[src/rtl/muldiv_pkg.sv]
// muldiv_pkg
// Shared definitions for the multiply/divide sequencer slice:
//   - op codes presented by decode (OP_MULT .. OP_MTLO; 6 and 7 reserved)
//   - controller state encoding
//   - unit_sel encodings (multiply vs divide)
//   - small decode helpers used by the controller
package muldiv_pkg;

  localparam logic [2:0] OP_MULT  = 3'd0;
  localparam logic [2:0] OP_MULTU = 3'd1;
  localparam logic [2:0] OP_DIV   = 3'd2;
  localparam logic [2:0] OP_DIVU  = 3'd3;
  localparam logic [2:0] OP_MTHI  = 3'd4;
  localparam logic [2:0] OP_MTLO  = 3'd5;

  typedef enum logic [1:0] {
    ST_IDLE  = 2'd0,
    ST_ISSUE = 2'd1,
    ST_WAIT  = 2'd2
  } state_e;

  localparam logic SEL_MUL = 1'b0;
  localparam logic SEL_DIV = 1'b1;

  // Op codes 0-3 launch the iterative unit; bit 1 selects divide and
  // bit 0 marks the unsigned flavour.
  function automatic logic is_arith(input logic [2:0] op);
    return (op[2] == 1'b0);
  endfunction

  function automatic logic is_div(input logic [2:0] op);
    return (op[2] == 1'b0) && (op[1] == 1'b1);
  endfunction

endpackage

[src/rtl/muldiv_wdog.sv]
// muldiv_wdog
// Watchdog counter for an in-flight multiply/divide.
// Ports:
//   clk    - system clock, rising edge
//   reset  - synchronous active-high reset
//   clear  - restart the count (held while the op is being issued)
//   enable - count this cycle (controller is waiting for the unit)
//   expire - high on the enabled cycle whose count reaches MAX_CYC-1
module muldiv_wdog
  import muldiv_pkg::*;
#(
  parameter int MAX_CYC = 64,
  parameter int CNT_W   = 7
) (
  input  logic clk,
  input  logic reset,
  input  logic clear,
  input  logic enable,
  output logic expire
);

  logic [CNT_W-1:0] cnt_q;
  logic [CNT_W-1:0] cnt_d;

  // Count the cycles spent waiting; the count restarts on every issue.
  always_comb begin
    cnt_d = cnt_q;
    if (clear) begin
      cnt_d = '0;
    end else if (enable) begin
      cnt_d = cnt_q + CNT_W'(1);
    end
  end

  always_ff @(posedge clk) begin
    if (reset) begin
      cnt_q <= '0;
    end else begin
      cnt_q <= cnt_d;
    end
  end

  // First wait cycle sees a count of 0, so MAX_CYC-1 marks the last
  // permitted wait cycle.
  assign expire = enable && (cnt_q == CNT_W'(MAX_CYC - 1));

endmodule

[src/rtl/muldiv_ctrl.sv]
// muldiv_ctrl
// Sequencer for the CPU multiply/divide path and owner of HI/LO.
// Ports:
//   clk, reset            - clock and synchronous active-high reset
//   op_valid/op/op_a/op_b - op from decode; op_ready accepts it (IDLE only)
//   flush                 - cancels any in-flight op, drops an IDLE op
//   rd_hilo / stall       - MFHI/MFLO in decode is frozen while busy
//   unit_start/sel/signed - launch pulse and mode for the iterative unit
//   unit_a / unit_b       - operands held for the unit
//   unit_abort            - one-cycle cancel pulse (flush or watchdog)
//   unit_done/hi/lo       - unit result handshake
//   hi / lo               - architectural HI/LO
//   busy / timeout_err    - not IDLE / sticky watchdog flag
module muldiv_ctrl
  import muldiv_pkg::*;
#(
  parameter int DATA_W  = 32,
  parameter int MAX_CYC = 64,
  parameter int CNT_W   = 7
) (
  input  logic              clk,
  input  logic              reset,
  input  logic              op_valid,
  input  logic [2:0]        op,
  input  logic [DATA_W-1:0] op_a,
  input  logic [DATA_W-1:0] op_b,
  output logic              op_ready,
  input  logic              flush,
  input  logic              rd_hilo,
  output logic              stall,
  output logic              unit_start,
  output logic              unit_sel,
  output logic              unit_signed,
  output logic [DATA_W-1:0] unit_a,
  output logic [DATA_W-1:0] unit_b,
  output logic              unit_abort,
  input  logic              unit_done,
  input  logic [DATA_W-1:0] unit_hi,
  input  logic [DATA_W-1:0] unit_lo,
  output logic [DATA_W-1:0] hi,
  output logic [DATA_W-1:0] lo,
  output logic              busy,
  output logic              timeout_err
);

  state_e            state_q;
  logic [DATA_W-1:0] hi_q, lo_q, a_q, b_q;
  logic              sel_q, signed_q, abort_q, timeout_q;
  logic              wdog_expire;

  muldiv_wdog #(
    .MAX_CYC (MAX_CYC),
    .CNT_W   (CNT_W)
  ) u_wdog (
    .clk    (clk),
    .reset  (reset),
    .clear  (state_q == ST_ISSUE),
    .enable (state_q == ST_WAIT),
    .expire (wdog_expire)
  );

  // Single sequencer: accepts ops in IDLE, launches in ISSUE, waits for
  // the unit in WAIT. Flush has priority over done, done over the
  // watchdog. Divides by zero are accepted but never launched.
  always_ff @(posedge clk) begin
    if (reset) begin
      state_q   <= ST_IDLE;
      hi_q      <= '0;
      lo_q      <= '0;
      a_q       <= '0;
      b_q       <= '0;
      sel_q     <= SEL_MUL;
      signed_q  <= 1'b0;
      abort_q   <= 1'b0;
      timeout_q <= 1'b0;
    end else begin
      abort_q <= 1'b0;
      case (state_q)
        ST_IDLE: begin
          if (op_valid && !flush) begin
            if (is_arith(op)) begin
              if (!is_div(op) || (op_b != '0)) begin
                a_q      <= op_a;
                b_q      <= op_b;
                sel_q    <= is_div(op) ? SEL_DIV : SEL_MUL;
                signed_q <= ~op[0];
                state_q  <= ST_ISSUE;
              end
            end else if (op == OP_MTHI) begin
              hi_q <= op_a;
            end else if (op == OP_MTLO) begin
              lo_q <= op_a;
            end
          end
        end
        ST_ISSUE: begin
          if (flush) begin
            abort_q <= 1'b1;
            state_q <= ST_IDLE;
          end else begin
            state_q <= ST_WAIT;
          end
        end
        ST_WAIT: begin
          if (flush) begin
            abort_q <= 1'b1;
            state_q <= ST_IDLE;
          end else if (unit_done) begin
            hi_q    <= unit_hi;
            lo_q    <= unit_lo;
            state_q <= ST_IDLE;
          end else if (wdog_expire) begin
            timeout_q <= 1'b1;
            abort_q   <= 1'b1;
            state_q   <= ST_IDLE;
          end
        end
        default: state_q <= ST_IDLE;
      endcase
    end
  end

  assign op_ready    = (state_q == ST_IDLE);
  assign busy        = ~op_ready;
  assign stall       = rd_hilo & busy;
  // A flush in ISSUE must keep the launch from reaching the unit.
  assign unit_start  = (state_q == ST_ISSUE) & ~flush;
  assign unit_sel    = sel_q;
  assign unit_signed = signed_q;
  assign unit_a      = a_q;
  assign unit_b      = b_q;
  assign unit_abort  = abort_q;
  assign hi          = hi_q;
  assign lo          = lo_q;
  assign timeout_err = timeout_q;

endmodule
[config.mk]
export PLATFORM = sky130hd
export DESIGN_NAME = muldiv_ctrl
export DESIGN_NICKNAME = d
export VERILOG_FILES = /design/src/rtl/muldiv_pkg.sv /design/src/rtl/muldiv_wdog.sv /design/src/rtl/muldiv_ctrl.sv
export SDC_FILE = /design/constraint.sdc
export NUM_CORES = 1
export LEC_CHECK = 0
export CAP_MARGIN = 20
export CORE_MARGIN = 2
export CORE_UTILIZATION = 45
export CTS_BUF_LIST = sky130_fd_sc_hd__clkbuf_8
export DETAILED_ROUTE_END_ITERATION = 10
export PLACE_DENSITY = 0.89
export SYNTH_ARGS = -nofsm -noshare
export SYNTH_HDL_FRONTEND = slang
export SYNTH_HIERARCHICAL = 1
export SYNTH_SLANG_ARGS = --single-unit
[constraint.sdc]
create_clock -name clk -period 5.1 [get_ports clk]
set_input_delay 1.02 -clock clk [delete_from_list [all_inputs] [get_ports clk]]
set_output_delay 1.02 -clock clk [all_outputs]
set_load 0.02 [all_outputs]
==> results of run 1 <==
flip-flops by register name (all words and copies together) (netlist names):
name          flops
timeout_err       1
u_wdog/cnt_q      7
hi               32
unit_signed       1
unit_abort        1
lo               32
unit_sel          1
state_q           2
unit_a           32
unit_b           32
metal layers:
layer / vias up / global-route usage [%] / wire length [um]
met1: 2498 / 27.9 / 6580
met3: 54 / 8.79 / 1550
met4: 0 / 14.8 / 748
li1: 2535 / - / -
met2: 262 / 44.0 / 8370
met5: - / 0 / 0
logic make-up (layout without fill, tap and decap cells):
| kind of cell | Yosys count | count (layout) | synth area share, % |
|---|---|---|---|
| flip-flops | 141 | 141 | 51.3 |
| AND/OR/NAND/NOR | 140 | 140 | 12.7 |
| XOR/XNOR | 4 | 4 | 0.637 |
| AO/OA/AOI/OAI | 208 | 208 | 27.6 |
| adder cells (fa/ha/maj) | 4 | 4 | 0.910 |
| buffers and inverters | 57 | 317 | 6.42 |
| multiplexers | 2 | 2 | 0.364 |
| other | 0 | 1 | 0 |
layout make-up:
cell class | count | area, um^2
Inverter | 7 | 26.3
Multi-Input combinational cell | 358 | 2350
Clock inverter | 12 | 82.6
Timing Repair Buffer | 279 | 2780
Fill cell | 830 | 3440
Clock buffer | 19 | 262
Tap cell | 147 | 184
Antenna cell | 1 | 2.50
Sequential cell | 141 | 2820
power by group:
group	total [mW]	switching (mW)	internal [mW]	leakage [nW]
Combinational	0.384	0.179	0.205	1.72
Clock	0.789	0.394	0.396	0.196
Sequential	1.16	0.0214	1.14	1.14
layout by cell type, fill, tap and decap left out, types with 2 or more instances in the layout:
| cell | Yosys | layout |
|---|---|---|
| nand2_1 | 6 | 6 |
| clkbuf_8 | 0 | 19 |
| nor2b_1 | 35 | 35 |
| ha_1 | 4 | 3 |
| clkdlybuf4s50_1 | 0 | 271 |
| clkinv_2 | 0 | 6 |
| dfxtp_1 | 141 | 141 |
| buf_4 | 6 | 6 |
| or3_1 | 3 | 3 |
| a21oi_1 | 65 | 65 |
| mux2i_1 | 2 | 2 |
| nand4_1 | 3 | 3 |
| a211oi_1 | 57 | 57 |
| a22o_1 | 65 | 65 |
| inv_1 | 7 | 11 |
| a31oi_1 | 2 | 2 |
| nor4_1 | 9 | 8 |
| xor2_1 | 3 | 3 |
| a211oi_2 | 9 | 9 |
| nor2_1 | 72 | 72 |
| o21ai_0 | 3 | 3 |
| nand3_1 | 4 | 4 |
| o21a_1 | 2 | 2 |
worst max-delay path by stage:
stage | startpoint | endpoint | slack, ns | cells after the start
CTS | flush | unit_start | 1.65 | 3
global placement | op_b[15] | unit_b[16] | 1.38 | 7
detailed placement | op_b[15] | unit_b[6] | 1.33 | 7
finish | flush | unit_start | 1.65 | 3
floorplan | flush | unit_start | 2.70 | 1
global route | op_b[15] | unit_b[16] | 1.52 | 7
through the flow:
stage	cell area (um^2)	instances	worst slack (ns)
6_report	8520	964	1.65
5_1_grt	8520	964	1.52
4_1_cts	8490	962	1.65
3_5_place_dp	8150	931	1.33
3_3_place_gp	8150	931	1.38
2_1_floorplan	5500	556	2.70
worst max-delay path: stages:
cell	delay, ns
clkdlybuf4s50_1	0.49
nor2b_1	0.26
clkdlybuf4s50_1	0.66
==> results.py, run 1 <==
metrics = {
    "run_status": {
        "status": "completed",
    },
    "clock_tree": {
        "cts_sinks": 141,
        "insertion_delay_ns": 0.43,
        "cts_tree": "yes",
        "cts_buffers": 17,
        "clk_pin_slew_ns": 0.07,
        "postCtsSetupRepairBufs": 0,
        "postCtsResizedCells": 0,
        "cts.path.max_buffers": 2,
        "cts_root_buf": "clkbuf_8",
        "htreeDepth": 4,
        "hold_buffers": 0,
    },
    "sta": {
        "slew_headroom_pct": 30.7,
        "worst_pin_slew_ns": 1.04,
        "rsz0062_at_grt": "false",
        "finClkSkew_ns": 0.00657,
        "holdWs_ns": 0.482,
        "min_period_ns": 3.45,
        "min_period_over_period_pct": 67.7,
        "fin_tns_setup_ns": 0,
        "clock.fmax_ghz": 0.290,
        "drv_slew": 0,
        "hold_viol": 0,
        "finalSetupViolCount": 0,
    },
    "worst_hold_path": {
        "hold_path_end": "unit_b[13]",
        "hp-start": "unit_b[13]",
        "hold_depth": 1,
        "hold_path_class": "flop to flop",
    },
    "setup_path": {
        "rr_endpoint": "hi[14]",
        "r2r_cells": 8,
        "crit_path_max_fanout": 6,
        "endpoint_kind": "output port",
        "start_kind": "primary input",
        "r2r_slack_ns": 2.10,
        "cp.required_ns": 4.08,
        "crit_arrival_ns": 2.43,
        "critPathKind": "primary input to output port",
        "r2r_start": "state_q[1]",
    },
    "routing": {
        "firstDrtPassIters": 4,
        "via_count": 5349,
        "totalWireLength_mm": 17.3,
        "antenna_left": 0,
        "drt_iter0_markers": 461,
        "drc": 0,
        "wl_per_cell_um": 17.9,
        "routed_via_density": 5.55,
    },
    "finish": {
        "fin_nets": 945,
        "drive_above_1_share_pct": 6.50,
        "finish.utilization_pct": 71.2,
        "syn2layout_area_growth_pct": 54.9,
    },
    "synthesis": {
        "syn-num-nets": 697,
        "async_flop_share_pct": 0,
        "synth_ff_type": "dfxtp_1",
        "netlist_area_um2": 5500,
        "synth_commonest_cells": "141 x dfxtp_1, 72 x nor2_1, 65 x a21oi_1, 65 x a22o_1, 57 x a211oi_1",
        "synth_top_area_cell": "dfxtp_1",
        "synth_most_common_cell": "dfxtp_1",
        "synth_edf_count": 0,
        "ys_seq_area_share_pct": 51.3,
        "synth_top_area_share_pct": 51.3,
        "postSynthAreaPerCell_um2": 9.89,
        "syn_inst": 556,
        "synth-warning-count": 6,
        "synth_cell_types": 38,
        "synthTopCellsByArea": "dfxtp_1 51%, a22o_1 10%, a211oi_1 7.8%, a21oi_1 5.9%, nor2_1 4.9%",
        "ys_ff_latch": 141,
    },
    "die": {
        "start_util_pct": 46.0,
        "die_x_um": 115,
        "row_count": 40,
        "core_area_um2": 12000,
        "pin_count": 273,
        "dieArea_um2": 13100,
        "die_y_um": 115,
    },
    "power_and_ir_drop": {
        "peakVddDrop_mv": 0.165,
        "p_leak_nw": 3.06,
        "total_power_mw": 2.33,
        "cellPowerDensity_nw_per_um2": 274,
    },
    "global_route": {
        "gr-total-overflow": 0,
        "grt_pass1_wl_mm": 26.5,
        "first_global_vias": 5421,
        "grt_max_degree": 106,
        "grt_util_all_layers_pct": 25.8,
        "antenna_found_initial": 1,
    },
    "job": {
        "max_cap_violations": 0,
    },
    "place": {
        "port_buffers": 272,
        "gp_congestion": 0.895,
        "hpwl_mm": 12.6,
    },
}
No activity file was read; power rests on OpenSTA's default activity.
==> run 2: changes to the inputs <==
--- a/config.mk
+++ b/config.mk
@@ -7,10 +7,10 @@
 export LEC_CHECK = 0
 export CAP_MARGIN = 20
 export CORE_MARGIN = 2
-export CORE_UTILIZATION = 45
+export CORE_UTILIZATION = 42
 export CTS_BUF_LIST = sky130_fd_sc_hd__clkbuf_8
 export DETAILED_ROUTE_END_ITERATION = 10
-export PLACE_DENSITY = 0.89
+export PLACE_DENSITY = 0.84
 export SYNTH_ARGS = -nofsm -noshare
 export SYNTH_HDL_FRONTEND = slang
 export SYNTH_HIERARCHICAL = 1
==> constraint.sdc (replaced) <==
create_clock -name clk -period 3.4 [get_ports clk]
set_input_delay 0.68 -clock clk [delete_from_list [all_inputs] [get_ports clk]]
set_output_delay 0.68 -clock clk [all_outputs]
set_load 0.02 [all_outputs]
==> run 2 against run 1 <==
Effect of this change:
- sequential share of layout area fell by 0.60 points
- register-to-register slack got worse by 1.3 ns
- global-route usage fell by 1.9 points
- critical endpoint is now busy
- critical path type is now flop to output port
- final area rose by 1.9%
- clock power rose by 83%
==> results.py, run 2 (same netlist as run 1, synthesis figures left out) <==
metrics = {
    "clock_tree": {
        "cts_sinks": 141,
        "cts_tree": "yes",
        "cts.path.max_buffers": 2,
        "cts_buffers": 17,
        "cts_root_buf": "clkbuf_8",
        "hold_buffers": 0,
        "postCtsResizedCells": 0,
        "htreeDepth": 4,
        "postCtsSetupRepairBufs": 0,
        "insertion_delay_ns": 0.44,
        "clk_pin_slew_ns": 0.08,
    },
    "routing": {
        "drt_iter0_markers": 367,
        "firstDrtPassIters": 5,
        "antenna_left": 0,
        "wl_per_cell_um": 17.1,
        "drc": 0,
        "via_count": 5317,
        "totalWireLength_mm": 17.0,
        "routed_via_density": 5.35,
    },
    "power_and_ir_drop": {
        "cellPowerDensity_nw_per_um2": 433,
        "p_leak_nw": 3.10,
        "peakVddDrop_mv": 0.285,
    },
    "sta": {
        "min_period_over_period_pct": 82.2,
        "finClkSkew_ns": 0.00935,
        "clock.fmax_ghz": 0.358,
        "finalSetupViolCount": 0,
        "drv_slew": 0,
        "slew_headroom_pct": 46.7,
        "holdWs_ns": 0.483,
        "worst_pin_slew_ns": 0.799,
        "rsz0062_at_grt": "false",
        "min_period_ns": 2.79,
        "hold_viol": 0,
        "fin_tns_setup_ns": 0,
    },
    "worst_hold_path": {
        "hold_path_class": "flop to flop",
    },
    "setup_path": {
        "critPathSlowestCell": "clkdlybuf4s50_1",
        "path_buf_inv": 3,
        "crit_arrival_ns": 2.11,
        "crit_path_cell_trace": "inv_1, ha_1, inv_1, clkdlybuf4s50_1",
        "critPathKind": "flop to output port",
        "cpPeakStageDelay_ns": 0.65,
        "endpoint_kind": "output port",
        "crit_family": "buffers and inverters",
        "crit_path_max_fanout": 10,
        "start_kind": "flop",
        "crit_top_cell": "inv_1",
        "cp.required_ns": 2.72,
    },
    "die": {
        "row_count": 41,
        "die_y_um": 118,
        "start_util_pct": 43.2,
        "core_area_um2": 12700,
        "pin_count": 273,
        "die_x_um": 118,
        "dieArea_um2": 14000,
    },
    "finish": {
        "drive_above_1_share_pct": 7.55,
        "final_cell_mix": "271 x clkdlybuf4s50_1, 141 x dfxtp_1, 72 x nor2_1, 65 x a21oi_1, 65 x a22o_1",
        "num_antenna_cells": 0,
        "fin_cells": 993,
        "fin_nets": 949,
        "syn2layout_area_growth_pct": 57.7,
        "final_common_cell": "clkdlybuf4s50_1",
    },
    "global_route": {
        "antenna_found_initial": 0,
        "gr-total-overflow": 0,
        "grt_util_all_layers_pct": 24.0,
        "grt_pass1_wl_mm": 26.9,
        "first_global_vias": 5377,
        "grt_max_degree": 71,
    },
    "run_status": {
        "status": "completed",
    },
    "job": {
        "max_cap_violations": 0,
    },
    "place": {
        "port_buffers": 272,
        "place_inst": 960,
        "hpwl_mm": 12.5,
        "gp_congestion": 0.819,
    },
}
[run 2: per-layer routing]
| layer | vias up | global-route usage (%) | wire (um) | share of wire (%) |
|---|---|---|---|---|
| met5 | - | 0 | 0 | 0 |
| met4 | 0 | 12.5 | 672 | 4.0 |
| met3 | 51 | 7.29 | 1370 | 8.0 |
| met2 | 253 | 40.0 | 8130 | 48 |
| met1 | 2468 | 27.6 | 6840 | 40 |
| li1 | 2545 | - | - | - |
[run 2: final timing paths]
kind | to | slack [ns] | start | depth (start not counted)
worst min-delay path | unit_a[17] | 0.48 | unit_a[17] | 1
worst max-delay path | busy | 0.61 | state_q[1] | 4
worst max register to register | hi[5] | 0.83 | state_q[0] | 8
worst min register to register | unit_a[17] | 0.48 | unit_a[17] | 1
[run 2: power breakdown]
group	internal, mW	switching [mW]
Sequential	1.71	0.0312
Clock	0.797	0.647
Combinational	0.311	0.267
[run 2: worst register-to-register path: stages, from the launching register on]
cell and delay (ns):
dfxtp_1 0.32, inv_1 0.14, ha_1 0.46, mux2i_1 0.14, a211oi_1 0.28, a21boi_4 0.50
buf_12 0.31, nor2_1 0.08, a211oi_1 0.24
[run 2: cell type report]
| cell class | instances | area (um^2) |
|---|---|---|
| sequential | 141 | 2820 |
| clock inverter | 15 | 196 |
| tap | 172 | 215 |
| clock buffer | 17 | 234 |
| timing repair buffer | 283 | 2830 |
| inverter | 7 | 26.3 |
| fill | 1018 | 4050 |
| multi-input combinational | 358 | 2350 |
[run 2: stage by stage]
stage | utilization, % | setup WS, ns | total power, mW | instance area (um^2)
floorplan | - | 1.41 | 2.03 | 5500
global placement | 64.7 | 0.340 | 2.34 | 8240
detailed placement | 64.7 | 0.184 | 2.35 | 8240
CTS | 68.1 | 0.483 | 3.80 | 8670
global route | 68.2 | 0.485 | 3.91 | 8670
finish | 68.2 | 0.606 | 3.76 | 8670
==> run 3: changes to the inputs <==
==> constraint.sdc (replaced) <==
create_clock -name clk -period 2.9 [get_ports clk]
set_input_delay 0.58 -clock clk [delete_from_list [all_inputs] [get_ports clk]]
set_output_delay 0.58 -clock clk [all_outputs]
set_load 0.02 [all_outputs]
==> run 3 against run 2 <==
Effect of this change:
- final area decreased by 0.26%
- largest power group unchanged
- first-iteration DRC count increased by 8.4%
- clock power increased by 3%
- wire length increased by 2.2%
==> results.py, run 3 (same netlist as run 1, synthesis figures left out) <==
metrics = {
    "sta": {
        "min_period_over_period_pct": 93.7,
        "worst_pin_slew_ns": 0.807,
        "slew_headroom_pct": 46.2,
        "clock.fmax_ghz": 0.368,
        "min_period_ns": 2.72,
        "drv_slew": 0,
        "fin_tns_setup_ns": 0,
        "rsz0062_at_grt": "false",
        "hold_viol": 0,
        "finClkSkew_ns": 0.00769,
        "finalSetupViolCount": 0,
        "holdWs_ns": 0.476,
    },
    "finish": {
        "fin_nets": 948,
        "final_cell_area_um2": 8650,
        "nFillCells": 1033,
        "fin_cells": 990,
        "multi_input_area_um2": 2350,
        "register_area_um2": 2820,
        "syn2layout_area_growth_pct": 57.3,
        "final_cell_mix": "271 x clkdlybuf4s50_1, 141 x dfxtp_1, 72 x nor2_1, 65 x a21oi_1, 65 x a22o_1",
        "finish.utilization_pct": 68.0,
        "final_common_cell": "clkdlybuf4s50_1",
        "drive_above_1_share_pct": 6.85,
        "num_antenna_cells": 0,
    },
    "routing": {
        "drc": 0,
        "totalWireLength_mm": 17.4,
        "antenna_left": 0,
        "drt_iter0_markers": 398,
        "routed_via_density": 5.35,
        "firstDrtPassIters": 7,
        "wl_per_cell_um": 17.6,
        "via_count": 5297,
    },
    "power_and_ir_drop": {
        "cellPowerDensity_nw_per_um2": 487,
        "p_leak_nw": 3.10,
        "peakVddDrop_mv": 0.296,
    },
    "clock_tree": {
        "insertion_delay_ns": 0.43,
        "htreeDepth": 4,
        "postCtsResizedCells": 0,
        "cts_tree": "yes",
        "cts_root_buf": "clkbuf_8",
        "hold_buffers": 0,
        "cts_sinks": 141,
        "clk_pin_slew_ns": 0.07,
        "cts.path.max_buffers": 2,
        "cts_buffers": 17,
        "postCtsSetupRepairBufs": 0,
    },
    "setup_path": {
        "start_kind": "flop",
        "endpoint_kind": "output port",
        "critPathKind": "flop to output port",
        "cp.required_ns": 2.32,
        "cpPeakStageDelay_ns": 0.65,
        "crit_top_cell": "inv_1",
        "crit_family": "buffers and inverters",
        "crit_arrival_ns": 2.14,
        "critPathSlowestCell": "clkdlybuf4s50_1",
        "crit_path_max_fanout": 10,
        "path_buf_inv": 3,
        "crit_path_cell_trace": "inv_1, ha_1, inv_1, clkdlybuf4s50_1",
    },
    "die": {
        "dieArea_um2": 14000,
        "start_util_pct": 43.2,
        "core_area_um2": 12700,
        "pin_count": 273,
        "die_y_um": 118,
        "row_count": 41,
        "die_x_um": 118,
    },
    "place": {
        "place_inst": 960,
        "port_buffers": 272,
        "place_area_um2": 8290,
        "hpwl_mm": 12.9,
        "gp_congestion": 0.832,
    },
    "job": {
        "max_cap_violations": 0,
    },
    "global_route": {
        "first_global_vias": 5305,
        "grt_pass1_wl_mm": 27.2,
        "gr-total-overflow": 0,
        "antenna_found_initial": 0,
        "grt_util_all_layers_pct": 24.4,
        "grt_max_degree": 70,
    },
    "run_status": {
        "status": "completed",
    },
    "worst_hold_path": {
        "hold_path_class": "flop to flop",
    },
}
==> run 3: per-stage QoR <==
stage          power, mW  worst slack, ns
6_report            4.21            0.184
5_1_grt             4.39           0.0472
4_1_cts             4.25            0.157
3_5_place_dp        2.77            0.310
3_3_place_gp        2.75            0.311
2_1_floorplan       2.38            0.910
==> run 3: layout make-up <==
cell class                      instances  area share [%]
Clock inverter                         11            1.20
Multi-Input combinational cell        358            27.2
Tap cell                              172            2.49
Timing Repair Buffer                  282            33.1
Sequential cell                       141            32.6
Clock buffer                           19            3.02
Inverter                                7           0.304
==> run 3: worst paths after layout <==
path,startpoint,cells after the start,endpoint,slack [ns]
worst max-delay path,state_q[1],4,busy,0.18
worst min-delay path,unit_sel,1,unit_sel,0.48
worst max register to register,state_q[0],8,lo[10],0.52
worst min register to register,unit_sel,1,unit_sel,0.48
==> run 3: per-layer routing <==
metal  vias up  routed length, um  GRT usage [%]
met2       242               8550           42.3
met1      2490               6860           27.3
met5         -                  0              0
met4         0                465           10.6
li1       2531                  -              -
met3        34               1490           8.01
==> run 3: power by group <==
group | switching [mW] | internal [mW]
Clock | 0.700 | 0.782
Combinational | 0.317 | 0.371
Sequential | 0.0372 | 2.00
Total | 1.05 | 3.16
